$ cat src/rtl/muldiv_pkg.sv
// muldiv_pkg
// Shared definitions for the M-extension sequencing controller:
//   - funct3 codes of the supported multiply/divide operations
//   - controller state encoding
//   - helper deciding whether a funct3 code is handled by this block
package muldiv_pkg;

  localparam logic [2:0] F3_MUL  = 3'b000;
  localparam logic [2:0] F3_DIV  = 3'b100;
  localparam logic [2:0] F3_DIVU = 3'b101;
  localparam logic [2:0] F3_REM  = 3'b110;
  localparam logic [2:0] F3_REMU = 3'b111;

  typedef enum logic [2:0] {
    OP_MUL  = F3_MUL,
    OP_DIV  = F3_DIV,
    OP_DIVU = F3_DIVU,
    OP_REM  = F3_REM,
    OP_REMU = F3_REMU
  } muldiv_op_e;

  typedef enum logic [2:0] {
    S_IDLE     = 3'd0,
    S_MUL_WAIT = 3'd1,
    S_DIV_WAIT = 3'd2,
    S_DONE     = 3'd3,
    S_DRAIN    = 3'd4
  } state_e;

  // MULH* variants (001/010/011) are not handled here and report an error.
  function automatic logic is_supported(input logic [2:0] f3);
    logic ok;
    case (f3)
      F3_MUL, F3_DIV, F3_DIVU, F3_REM, F3_REMU: ok = 1'b1;
      default:                                  ok = 1'b0;
    endcase
    return ok;
  endfunction

endpackage

$ cat src/rtl/muldiv_ctrl_if.sv
// muldiv_ctrl_if
// Bundles every non-clock signal of the controller.
//   Request side : req_valid, req_op, req_word, req_a, req_b, kill, stall_o
//   Response side: resp_valid, resp_ready, resp_data, resp_err
//   Multiplier   : mul_valid, mul_ok, mul_out
//   Divider      : div_valid, div_signed, div_word, div_ok, div_q, div_r
// Modports:
//   slave  - the controller itself
//   master - its environment (EX stage, downstream stage, iterative units)
interface muldiv_ctrl_if #(
  parameter int XLEN = 64
);
  logic            req_valid;
  logic [2:0]      req_op;
  logic            req_word;
  logic [XLEN-1:0] req_a;
  logic [XLEN-1:0] req_b;
  logic            kill;
  logic            stall_o;
  logic            resp_valid;
  logic            resp_ready;
  logic [XLEN-1:0] resp_data;
  logic            resp_err;
  logic            mul_valid;
  logic            mul_ok;
  logic [XLEN-1:0] mul_out;
  logic            div_valid;
  logic            div_signed;
  logic            div_word;
  logic            div_ok;
  logic [XLEN-1:0] div_q;
  logic [XLEN-1:0] div_r;

  modport slave (
    input  req_valid, req_op, req_word, req_a, req_b, kill, resp_ready,
    input  mul_ok, mul_out, div_ok, div_q, div_r,
    output stall_o, resp_valid, resp_data, resp_err,
    output mul_valid, div_valid, div_signed, div_word
  );

  modport master (
    output req_valid, req_op, req_word, req_a, req_b, kill, resp_ready,
    output mul_ok, mul_out, div_ok, div_q, div_r,
    input  stall_o, resp_valid, resp_data, resp_err,
    input  mul_valid, div_valid, div_signed, div_word
  );
endinterface

$ cat src/rtl/muldiv_fastpath.sv
// muldiv_fastpath
// Combinational detection of the RISC-V divide special cases that never
// need the iterative divider.
//   a_i, b_i  : dividend / divisor
//   word_i    : 32-bit variant, only the low words are inspected
//   signed_i  : signed divide (overflow case only exists for signed ops)
//   hit_o     : a special case applies
//   q_o, r_o  : architectural quotient / remainder for that case
//               (unformatted; the caller sign-extends word results)
module muldiv_fastpath #(
  parameter int XLEN = 64
) (
  input  logic [XLEN-1:0] a_i,
  input  logic [XLEN-1:0] b_i,
  input  logic            word_i,
  input  logic            signed_i,
  output logic            hit_o,
  output logic [XLEN-1:0] q_o,
  output logic [XLEN-1:0] r_o
);

  logic zero_s;
  logic ovf_s;

  // Special-case detection and the matching quotient/remainder
  always_comb begin
    zero_s = 1'b0;
    ovf_s  = 1'b0;
    q_o    = {XLEN{1'b0}};
    r_o    = {XLEN{1'b0}};
    if (word_i) begin
      zero_s = (b_i[31:0] == 32'h0000_0000);
      ovf_s  = signed_i && (a_i[31:0] == 32'h8000_0000) && (b_i[31:0] == 32'hFFFF_FFFF);
    end else begin
      zero_s = (b_i == {XLEN{1'b0}});
      ovf_s  = signed_i && (a_i == {1'b1, {(XLEN-1){1'b0}}}) && (b_i == {XLEN{1'b1}});
    end
    if (zero_s) begin
      q_o = {XLEN{1'b1}};
      r_o = a_i;
    end else if (ovf_s) begin
      q_o = a_i;
      r_o = {XLEN{1'b0}};
    end else begin
      q_o = {XLEN{1'b0}};
      r_o = {XLEN{1'b0}};
    end
  end

  assign hit_o = zero_s | ovf_s;

endmodule

$ cat src/rtl/muldiv_ctrl.sv
// muldiv_ctrl
// Sequencing controller for the shared iterative multiplier/divider of the
// EX-stage ALU. Accepts one M-extension op at a time, resolves divide
// special cases locally, launches the right unit otherwise, formats the
// result, stalls EX while busy and handles kills and unit timeouts.
//   clk, reset : clock, asynchronous active-high reset
//   bus        : muldiv_ctrl_if.slave (request, response and unit handshakes)
module muldiv_ctrl
  import muldiv_pkg::*;
#(
  parameter int TIMEOUT = 127,
  parameter int XLEN    = 64
) (
  input logic          clk,
  input logic          reset,
  muldiv_ctrl_if.slave bus
);

  localparam int             CW       = $clog2(TIMEOUT + 1);
  localparam logic [CW-1:0]  CNT_ONE  = CW'(1);
  // The wait cycle in which the counter holds TIMEOUT-1 is the TIMEOUT-th one.
  localparam logic [CW-1:0]  CNT_LAST = CW'(TIMEOUT - 1);

  state_e          state_q, state_d;
  logic [CW-1:0]   cnt_q, cnt_d;
  logic [2:0]      op_q, op_d;
  logic            word_q, word_d;
  logic [XLEN-1:0] result_q, result_d;
  logic            err_q, err_d;

  logic            fp_hit_s;
  logic [XLEN-1:0] fp_q_s;
  logic [XLEN-1:0] fp_r_s;
  logic            timeout_s;
  logic            drain_ok_s;

  // Word results are the low 32 bits sign-extended to XLEN.
  function automatic logic [XLEN-1:0] fmt(input logic word, input logic [XLEN-1:0] v);
    logic [XLEN-1:0] res;
    if (word) begin
      res = {{(XLEN-32){v[31]}}, v[31:0]};
    end else begin
      res = v;
    end
    return res;
  endfunction

  muldiv_fastpath #(.XLEN(XLEN)) u_fastpath (
    .a_i      (bus.req_a),
    .b_i      (bus.req_b),
    .word_i   (bus.req_word),
    .signed_i (~bus.req_op[0]),
    .hit_o    (fp_hit_s),
    .q_o      (fp_q_s),
    .r_o      (fp_r_s)
  );

  assign timeout_s  = (cnt_q == CNT_LAST);
  // While draining, only the unit that was launched can complete the op.
  assign drain_ok_s = (op_q == F3_MUL) ? bus.mul_ok : bus.div_ok;

  // State, counter and latched op/result registers
  always_ff @(posedge clk or posedge reset) begin
    if (reset) begin
      state_q  <= S_IDLE;
      cnt_q    <= {CW{1'b0}};
      op_q     <= F3_MUL;
      word_q   <= 1'b0;
      result_q <= {XLEN{1'b0}};
      err_q    <= 1'b0;
    end else begin
      state_q  <= state_d;
      cnt_q    <= cnt_d;
      op_q     <= op_d;
      word_q   <= word_d;
      result_q <= result_d;
      err_q    <= err_d;
    end
  end

  // Next-state and datapath update
  always_comb begin
    state_d  = state_q;
    cnt_d    = cnt_q;
    op_d     = op_q;
    word_d   = word_q;
    result_d = result_q;
    err_d    = err_q;
    case (state_q)
      S_IDLE: begin
        if (bus.req_valid && !bus.kill) begin
          op_d   = bus.req_op;
          word_d = bus.req_word;
          cnt_d  = {CW{1'b0}};
          err_d  = 1'b0;
          if (!is_supported(bus.req_op)) begin
            state_d  = S_DONE;
            result_d = {XLEN{1'b0}};
            err_d    = 1'b1;
          end else if (bus.req_op == F3_MUL) begin
            state_d = S_MUL_WAIT;
          end else if (fp_hit_s) begin
            // req_op[1] distinguishes REM* from DIV*
            state_d  = S_DONE;
            result_d = fmt(bus.req_word, bus.req_op[1] ? fp_r_s : fp_q_s);
          end else begin
            state_d = S_DIV_WAIT;
          end
        end else begin
          state_d = S_IDLE;
        end
      end
      S_MUL_WAIT, S_DIV_WAIT: begin
        if ((state_q == S_MUL_WAIT) ? bus.mul_ok : bus.div_ok) begin
          if (bus.kill) begin
            state_d = S_IDLE;
          end else begin
            state_d  = S_DONE;
            err_d    = 1'b0;
            if (state_q == S_MUL_WAIT) begin
              result_d = fmt(word_q, bus.mul_out);
            end else begin
              result_d = fmt(word_q, op_q[1] ? bus.div_r : bus.div_q);
            end
          end
        end else if (timeout_s) begin
          if (bus.kill) begin
            state_d = S_IDLE;
          end else begin
            state_d  = S_DONE;
            result_d = {XLEN{1'b0}};
            err_d    = 1'b1;
          end
        end else begin
          cnt_d   = cnt_q + CNT_ONE;
          state_d = bus.kill ? S_DRAIN : state_q;
        end
      end
      S_DRAIN: begin
        if (drain_ok_s || timeout_s) begin
          state_d = S_IDLE;
        end else begin
          cnt_d = cnt_q + CNT_ONE;
        end
      end
      S_DONE: begin
        if (bus.kill || bus.resp_ready) begin
          state_d = S_IDLE;
        end else begin
          state_d = S_DONE;
        end
      end
      default: begin
        state_d = S_IDLE;
      end
    endcase
  end

  // Output decode from the registered state
  always_comb begin
    bus.mul_valid  = 1'b0;
    bus.div_valid  = 1'b0;
    bus.resp_valid = 1'b0;
    bus.stall_o    = 1'b0;
    case (state_q)
      S_IDLE: begin
        bus.stall_o = bus.req_valid & ~bus.kill;
      end
      S_MUL_WAIT: begin
        bus.mul_valid = 1'b1;
        bus.stall_o   = 1'b1;
      end
      S_DIV_WAIT: begin
        bus.div_valid = 1'b1;
        bus.stall_o   = 1'b1;
      end
      S_DONE: begin
        bus.resp_valid = 1'b1;
        bus.stall_o    = ~bus.resp_ready;
      end
      S_DRAIN: begin
        // The killed op no longer blocks EX, but a fresh request must wait.
        bus.mul_valid = (op_q == F3_MUL);
        bus.div_valid = (op_q != F3_MUL);
        bus.stall_o   = bus.req_valid;
      end
      default: begin
        bus.stall_o = 1'b0;
      end
    endcase
  end

  assign bus.resp_data  = result_q;
  assign bus.resp_err   = err_q & (state_q == S_DONE);
  // Qualified by div_valid so the divider controls read 0 while idle.
  assign bus.div_signed = bus.div_valid & ~op_q[0];
  assign bus.div_word   = bus.div_valid & word_q;

endmodule

$ cat src/flat_wrapper.sv
// flat-port wrapper written by rule: the top's interface ports become plain ports
module muldiv_ctrl_flat import muldiv_pkg::*;
#(
  parameter int TIMEOUT = 127,
  parameter int XLEN    = 64
)
  (clk, reset, bus_req_valid, bus_req_op, bus_req_word, bus_req_a, bus_req_b, bus_kill, bus_resp_ready, bus_mul_ok, bus_mul_out, bus_div_ok, bus_div_q, bus_div_r, bus_stall_o, bus_resp_valid, bus_resp_data, bus_resp_err, bus_mul_valid, bus_div_valid, bus_div_signed, bus_div_word);
  muldiv_ctrl_if #(.XLEN(XLEN)) bus_i ();
  input logic clk;
  input logic reset;
  input wire logic [$bits(bus_i.req_valid)-1:0] bus_req_valid;
  input wire logic [$bits(bus_i.req_op)-1:0] bus_req_op;
  input wire logic [$bits(bus_i.req_word)-1:0] bus_req_word;
  input wire logic [$bits(bus_i.req_a)-1:0] bus_req_a;
  input wire logic [$bits(bus_i.req_b)-1:0] bus_req_b;
  input wire logic [$bits(bus_i.kill)-1:0] bus_kill;
  input wire logic [$bits(bus_i.resp_ready)-1:0] bus_resp_ready;
  input wire logic [$bits(bus_i.mul_ok)-1:0] bus_mul_ok;
  input wire logic [$bits(bus_i.mul_out)-1:0] bus_mul_out;
  input wire logic [$bits(bus_i.div_ok)-1:0] bus_div_ok;
  input wire logic [$bits(bus_i.div_q)-1:0] bus_div_q;
  input wire logic [$bits(bus_i.div_r)-1:0] bus_div_r;
  output wire logic [$bits(bus_i.stall_o)-1:0] bus_stall_o;
  output wire logic [$bits(bus_i.resp_valid)-1:0] bus_resp_valid;
  output wire logic [$bits(bus_i.resp_data)-1:0] bus_resp_data;
  output wire logic [$bits(bus_i.resp_err)-1:0] bus_resp_err;
  output wire logic [$bits(bus_i.mul_valid)-1:0] bus_mul_valid;
  output wire logic [$bits(bus_i.div_valid)-1:0] bus_div_valid;
  output wire logic [$bits(bus_i.div_signed)-1:0] bus_div_signed;
  output wire logic [$bits(bus_i.div_word)-1:0] bus_div_word;
  assign bus_i.req_valid = bus_req_valid;
  assign bus_i.req_op = bus_req_op;
  assign bus_i.req_word = bus_req_word;
  assign bus_i.req_a = bus_req_a;
  assign bus_i.req_b = bus_req_b;
  assign bus_i.kill = bus_kill;
  assign bus_i.resp_ready = bus_resp_ready;
  assign bus_i.mul_ok = bus_mul_ok;
  assign bus_i.mul_out = bus_mul_out;
  assign bus_i.div_ok = bus_div_ok;
  assign bus_i.div_q = bus_div_q;
  assign bus_i.div_r = bus_div_r;
  assign bus_stall_o = bus_i.stall_o;
  assign bus_resp_valid = bus_i.resp_valid;
  assign bus_resp_data = bus_i.resp_data;
  assign bus_resp_err = bus_i.resp_err;
  assign bus_mul_valid = bus_i.mul_valid;
  assign bus_div_valid = bus_i.div_valid;
  assign bus_div_signed = bus_i.div_signed;
  assign bus_div_word = bus_i.div_word;
  muldiv_ctrl #(.TIMEOUT(TIMEOUT), .XLEN(XLEN)) u_core (.clk(clk), .reset(reset), .bus(bus_i));
endmodule
$ cat config.mk
export PLATFORM = sky130hd
export DESIGN_NAME = muldiv_ctrl_flat
export DESIGN_NICKNAME = d
export VERILOG_FILES = /design/src/rtl/muldiv_pkg.sv /design/src/rtl/muldiv_ctrl_if.sv /design/src/rtl/muldiv_fastpath.sv /design/src/rtl/muldiv_ctrl.sv /design/src/flat_wrapper.sv
export SDC_FILE = /design/constraint.sdc
export NUM_CORES = 1
export LEC_CHECK = 0
export ABC_AREA = 1
export CAP_MARGIN = 20
export CORE_ASPECT_RATIO = 0.5
export CORE_MARGIN = 10
export CORE_UTILIZATION = 43
export DETAILED_ROUTE_END_ITERATION = 10
export PLACE_DENSITY = 0.83
export SYNTH_ARGS = -nofsm -noshare
export SYNTH_HDL_FRONTEND = slang
export SYNTH_HIERARCHICAL = 1
export SYNTH_SLANG_ARGS = --single-unit
$ cat constraint.sdc
create_clock -name clk -period 3.2 [get_ports clk]
set_input_delay 0.48 -clock clk [delete_from_list [all_inputs] [get_ports clk]]
set_output_delay 0.48 -clock clk [all_outputs]
set_load 0.02 [all_outputs]
---- Yosys cells after proc, flatten, opt, wreduce, memory -nomap -nowiden ----
Cells that the tools add are included.
cells by class
  add/subtract/negate cells ............... 1
  multiply operators ...................... 0
  divide/modulo/power cells ............... 0
  magnitude comparators ................... 0
  eq/ne operators ......................... 24
  shift operators ......................... 0
  mux-type cells .......................... 52
  bitwise gates (word level) .............. 9
  reduce and logical (&&, ||, !) cells .... 23
operators with widths
  cell                  number
  $mux 64               17
  $eq 64x64->1 const B  2
  $pmux 64 s2           1
  $eq 32x32->1 const B  2
  $logic_not 64->1      1
  $logic_not 32->1      1
  $mux 7                4
  $mux 3                7
  $pmux 7 s3            1
  $eq 3x3->1 const B    5
  $mux 1                15
  $pmux 3 s4            1
  $reduce_and 5->1      2
  $logic_not 3->1       3
  $ne 3x3->1 const B    3
  $add 7x1->7 const B   1
  $eq 7x7->1 const B    1
  $reduce_and 7->1      1
  $eq 3x2->1 const B    2
  $ne 2x2->1 const B    3
  $pmux 1 s2            3
  $reduce_bool 3->1     2
  $logic_and 1x1->1     5
  $reduce_or 5->1       1
  other kinds (15)      25
word-level totals
  bits in registers ....................... 79
  bits in latches ......................... 0
  RAM bits ................................ 0
  memory bits (read-only) ................. 0
  bits of input ports ..................... 331
  output and inout bits ................... 71
  logic and storage cells ................. 115
  memories kept ........................... 0

---- Longest topological paths before layout ----
Gate-level depths: netlist of the first run.
  depth in word-level cells ............... 13
  mapped depth ............................ 20
  gate-level depth less buffers ........... 18

---- By module ----
Netlist of the first run, hierarchy kept.
by module, submodules not included
  module           times used  cells an instance  area each (um2)  sequential area each (um2)
  muldiv_ctrl      1           1185               6872.8           1976.9
  muldiv_fastpath  1           370                1671.6           0.0

---- Worst setup path before layout of the first run ----
OpenSTA, ideal clock, no wires.
  path kind ............................... input -> register
  start ................................... in bus_req_b[12]
  end ..................................... reg u_core.result_q[3] (netlist: u_core/bus.resp_data[3])
  setup time .............................. 0.065 ns
  data arrival time ....................... 2.330 ns
  data required time ...................... 3.135 ns
  setup slack ............................. 0.805 ns
  stages .................................. 14
  path buffers ............................ 3
  cells stage by stage .................... nor4_1 > nand4_1 > nor2_2 > inv_2 > buf_6 > buf_6 > nand2_1 > nor2_1 > o21ai_1 > nand3_1 > nor2_4 > buf_4 > nand2_1 > nand2_1
between the ends
  elaborated cells between the ends (all ways) .. 21
  those cells by class .................... eq/ne: 3; mux: 12; bitwise: 1; reduce/logical: 5
RTL lines
  element                                       RTL line                                      RTL
  start, declared                               flat_wrapper.sv:15                            input wire logic [$bits(bus_i.req_b)-1:0] bus_req_b;
  $eq 64x64->1 or $eq 32x32->1 (tied branches)  muldiv_fastpath.sv:36, muldiv_fastpath.sv:33
  $logic_and 1x1->1 (on tied branches)          muldiv_fastpath.sv:36, muldiv_fastpath.sv:33
  $mux 1                                        muldiv_fastpath.sv:31                         if (word_i) begin
  $or 1x1->1 (*)                                muldiv_fastpath.sv:50                         assign hit_o = zero_s | ovf_s;
  net u_core.fp_hit_s                           muldiv_ctrl.sv:31                             logic fp_hit_s;
  $ne 3x2->1 (no source line) (*)               -
  $reduce_and 7->1 (no source line) (*)         -
  end signal, assigned                          muldiv_ctrl.sv:69                             result_q <= {XLEN{1'b0}};
  end signal, assigned                          muldiv_ctrl.sv:76                             result_q <= result_d;
  end, declared                                 muldiv_ctrl.sv:28                             logic [XLEN-1:0] result_q, result_d;
Mark *: on every way through the listed nets, which the timed path passes. The rest lies on a longest branch. The select of a mux whose other input is x is not followed.
A chain may end at the register's enable or synchronous reset.

---- Worst setup path after layout of the first run ----
  start ................................... reg u_core.state_q[1]
  end ..................................... out bus_stall_o
between the ends
  word-level cells in the longest chain between the ends .. 3
  elaborated cells between the ends (all ways) .. 7
  those cells by class .................... eq/ne: 4; mux: 1; reduce/logical: 2
ends and longest elaborated chain
  element                                   RTL line            RTL
  start, declared                           muldiv_ctrl.sv:24   state_e state_q, state_d;
  start signal, assigned                    muldiv_ctrl.sv:72   state_q <= state_d;
  $eq 3x2->1 or $eq 3x1->1 (tied branches)  muldiv_ctrl.sv:165  case (state_q)
  $reduce_or 2->1 (no source line)          -
  $pmux 1 s4 (*)                            muldiv_ctrl.sv:165
  end, declared                             flat_wrapper.sv:23  output wire logic [$bits(bus_i.stall_o)-1:0] bus_stall_o;
Every way passes the cells marked *; elsewhere a longest branch is shown, timed or not.

==> impl_metrics.toml, run 1 <==
[status]
outcome = "finished clean"

[clocking]
cts.sinks = 79
clkLatencyLatePin_ns = 0.34
cts_tree = "done"
htree_levels = 3
cts_setup_buffers = 0
clockBufferDepth = 2
cts-root-buf = "clkbuf_16"
ctsHoldBuffers = 0
cts_inserted_buffers = 9
clk_pin_slew_ns = 0.06
cts_resized = 0

[detailed_routing]
drt_wl_total_mm = 36.84
drc = 0
first_pass_iters = 5
vias_per_cell = 5.122
vias = 11120
routedWlPerCell_um = 16.97
ant_nets = 0
drt_iter0_drc = 981

[power_and_ir_drop]
ir_drop_mv = 0.3925
p_leak_nw = 6.347
p_per_area_nw_per_um2 = 640.3

[placed_design]
dpl_worst_slack_ns = 0.1816
dp_hpwl_mm = 28.25
gp_congestion = 0.9002
dp_cells = 2152
portBuffers = 401

[sta]
period_minus_slack_ns = 2.791
slew_headroom_pct = 52.32
rsz0062_at_grt = "false"
setup_viol = 0
tns_ns = 0
fmax_ghz = 0.3583
holdWs_ns = 0.4780
finalCritPeriodShare_pct = 87.21
timing.final.ws_setup_ns = 0.4092
maxSlewViolCount = 0
skew_ns = 0.006912
worst_slew_pin_slew_ns = 0.7152
hold_viol_final = 0

[floorplan]
dieArea_um2 = 26250
die_w_um = 219.4
core_um2 = 19500
rows = 36
start_util_pct = 43.81
die_h_um = 119.7
ioPinCount = 402

[critical_path]
critPathLaunchType = "flip-flop"
reg2reg_depth = 11
critPathMaxFanout = 12
reg2reg_setup_slack_ns = 0.58
arrival_ns = 2.31
worstSetupPathType = "flip-flop to output port"
reg2reg_to = "u_core/bus.resp_data[43]"
worstPathRequired_ns = 2.72
cp-end-kind = "output port"
reg2reg_from = "u_core/state_q[1]"

[logic_synthesis]
syn-num-nets = 1888
synth_compound_area_share_pct = 10.47
synth_area_leaders = "nand2_1, dfrtp_1, nor2_1"
synth_common_cells = "nand2_1, nor2_1, nand3_1"
yosysSeqAreaShare_pct = 23.14
avgSynthCellArea_um2 = 5.495
synth_most_common_cell = "nand2_1"
synth_cells = 1555
synth_xor_area_share_pct = 0.4100
synth_cell_types = 37
synth_simple_gate_area_share_pct = 52.39
synthAdderAreaFrac_pct = 0.2929
synth_ff_type = "dfrtp_1"
syn_area_um2 = 8544
synth_seq_cells = 79
post-synth-top-area-cell = "nand2_1"
synthMuxAreaShare_pct = 3.280
synth-async-reset-ratio_pct = 100.0
synth_edf_count = 0
synth_top_family_by_area = "simple AND/OR/NAND/NOR gates"
yosysWarnings = 6
synth_top_area_share_pct = 27.02

[run]
max_cap_viol_count = 0

[layout]
seq_area_um2 = 1978
final_cells = 2171
finalNetCount = 2230
multi_input_area_um2 = 5718
nFillCells = 1779
layout-drive-gt1-share_pct = 4.942
utilization_pct = 66.87
syn2layout_area_growth_pct = 52.64

[grt]
grt_overflow_total = 0
grt_pass1_wl_mm = 56.57
grt_pass1_vias = 10450
antenna_found_initial = 4
grt_max_degree = 67
grtUsageTotal_pct = 26.37

[min_path]
min_path_type = "primary input to asynchronous set/reset pin"
-- layer usage --
metal	part of all wire (%)	vias up	track usage, %
met3	6.7	66	5.191
met4	2.3	0	7.066
met2	50	430	47.32
li1	-	5572	-
met5	0	-	0
met1	41	5052	31.51
-- flip-flops by register name, summed over array words and instances (netlist names) --
register              flops
u_core/op_q               3
u_core/cnt_q              7
u_core/word_q             1
u_core/state_q            3
u_core/bus.resp_data     64
u_core/err_q              1
-- metrics by stage --
stage | total power, W | area (µm²)
6_report | 0.008351 | 13040
5_1_grt | 0.008985 | 13040
4_1_cts | 0.008354 | 13040
3_5_place_dp | 0.007242 | 12730
3_3_place_gp | 0.007186 | 12730
2_1_floorplan | 0.004951 | 8544
-- layout by cell type, fill, tap and decap left out, drive strengths merged, types with 3 or more instances in the layout --
cell type	Yosys	final
buf	51	33
clkbuf	51	10
clkdlybuf4s50	0	400
clkinv	1	4
dfrtp	79	79
diode	0	3
inv	94	94
mux2i	28	28
nand2	618	618
nand3	124	124
nand3b	5	5
nand4	17	17
nor2	327	327
o211ai	3	3
o21ai	71	71
o21bai	33	33
o31ai	32	32
or2	5	5
-- how the worst max path moves through the flow --
stage          depth (start not counted)  slack [ns]               from                  endpoint
4_1_cts                                6        0.40  u_core/state_q[1]               bus_stall_o
2_1_floorplan                          1        0.70              reset   u_core/bus.resp_data[0]
3_3_place_gp                          13        0.29       bus_req_b[9]  u_core/bus.resp_data[51]
6_report                               6        0.41  u_core/state_q[1]               bus_stall_o
5_1_grt                                6        0.30  u_core/state_q[1]               bus_stall_o
3_5_place_dp                          14        0.18       bus_req_b[8]   u_core/bus.resp_data[8]
-- cell families (layout without fill, tap and decap cells) --
logic type / count (synthesis) / count (layout)
xor gates and xnor gates: 4 / 4
and+or+nand+nor: 1102 / 1102
muxes: 28 / 28
other: 0 / 3
buffers and inverters: 197 / 544
DFF: 79 / 79
adders and majority gates: 2 / 2
AOI/OAI and AO/OA: 143 / 143
-- report_power, final --
part           leakage, nW  total, W  switching (W)  internal (W)
registers             1.07   0.00160       0.000252       0.00134
logic                 5.13   0.00568        0.00357       0.00211
clock network        0.145   0.00108       0.000450      0.000629
-- final cells by class --
type,instances,area share [%]
Timing Repair Buffer,433,33.27
Inverter,95,2.763
Clock buffer,10,1.832
Antenna cell,3,0.05756
Clock inverter,6,0.5180
Multi-Input combinational cell,1279,43.84
Tap cell,266,2.552
Sequential cell,79,15.17
-- critical path, stage by stage, from the launching register on --
cell and delay [ns]:
dfrtp_1 0.45, nor2_4 0.33, nand2_2 0.20, nand2_4 0.17
nor2_1 0.09, nand3_1 0.09, clkdlybuf4s50_1 0.63
Note: power is estimated with default switching activity, not from simulation.
==> run 2, diff against run 1 <==
--- a/config.mk
+++ b/config.mk
@@ -6,7 +6,7 @@
 export NUM_CORES = 1
 export LEC_CHECK = 0
 export ABC_AREA = 1
-export CAP_MARGIN = 20
+export CAP_MARGIN = 15
 export CORE_ASPECT_RATIO = 0.5
 export CORE_MARGIN = 10
 export CORE_UTILIZATION = 43
==> results of run 2 <==
Same layout as run 1: the final DEF is identical, and so are final timing and power.
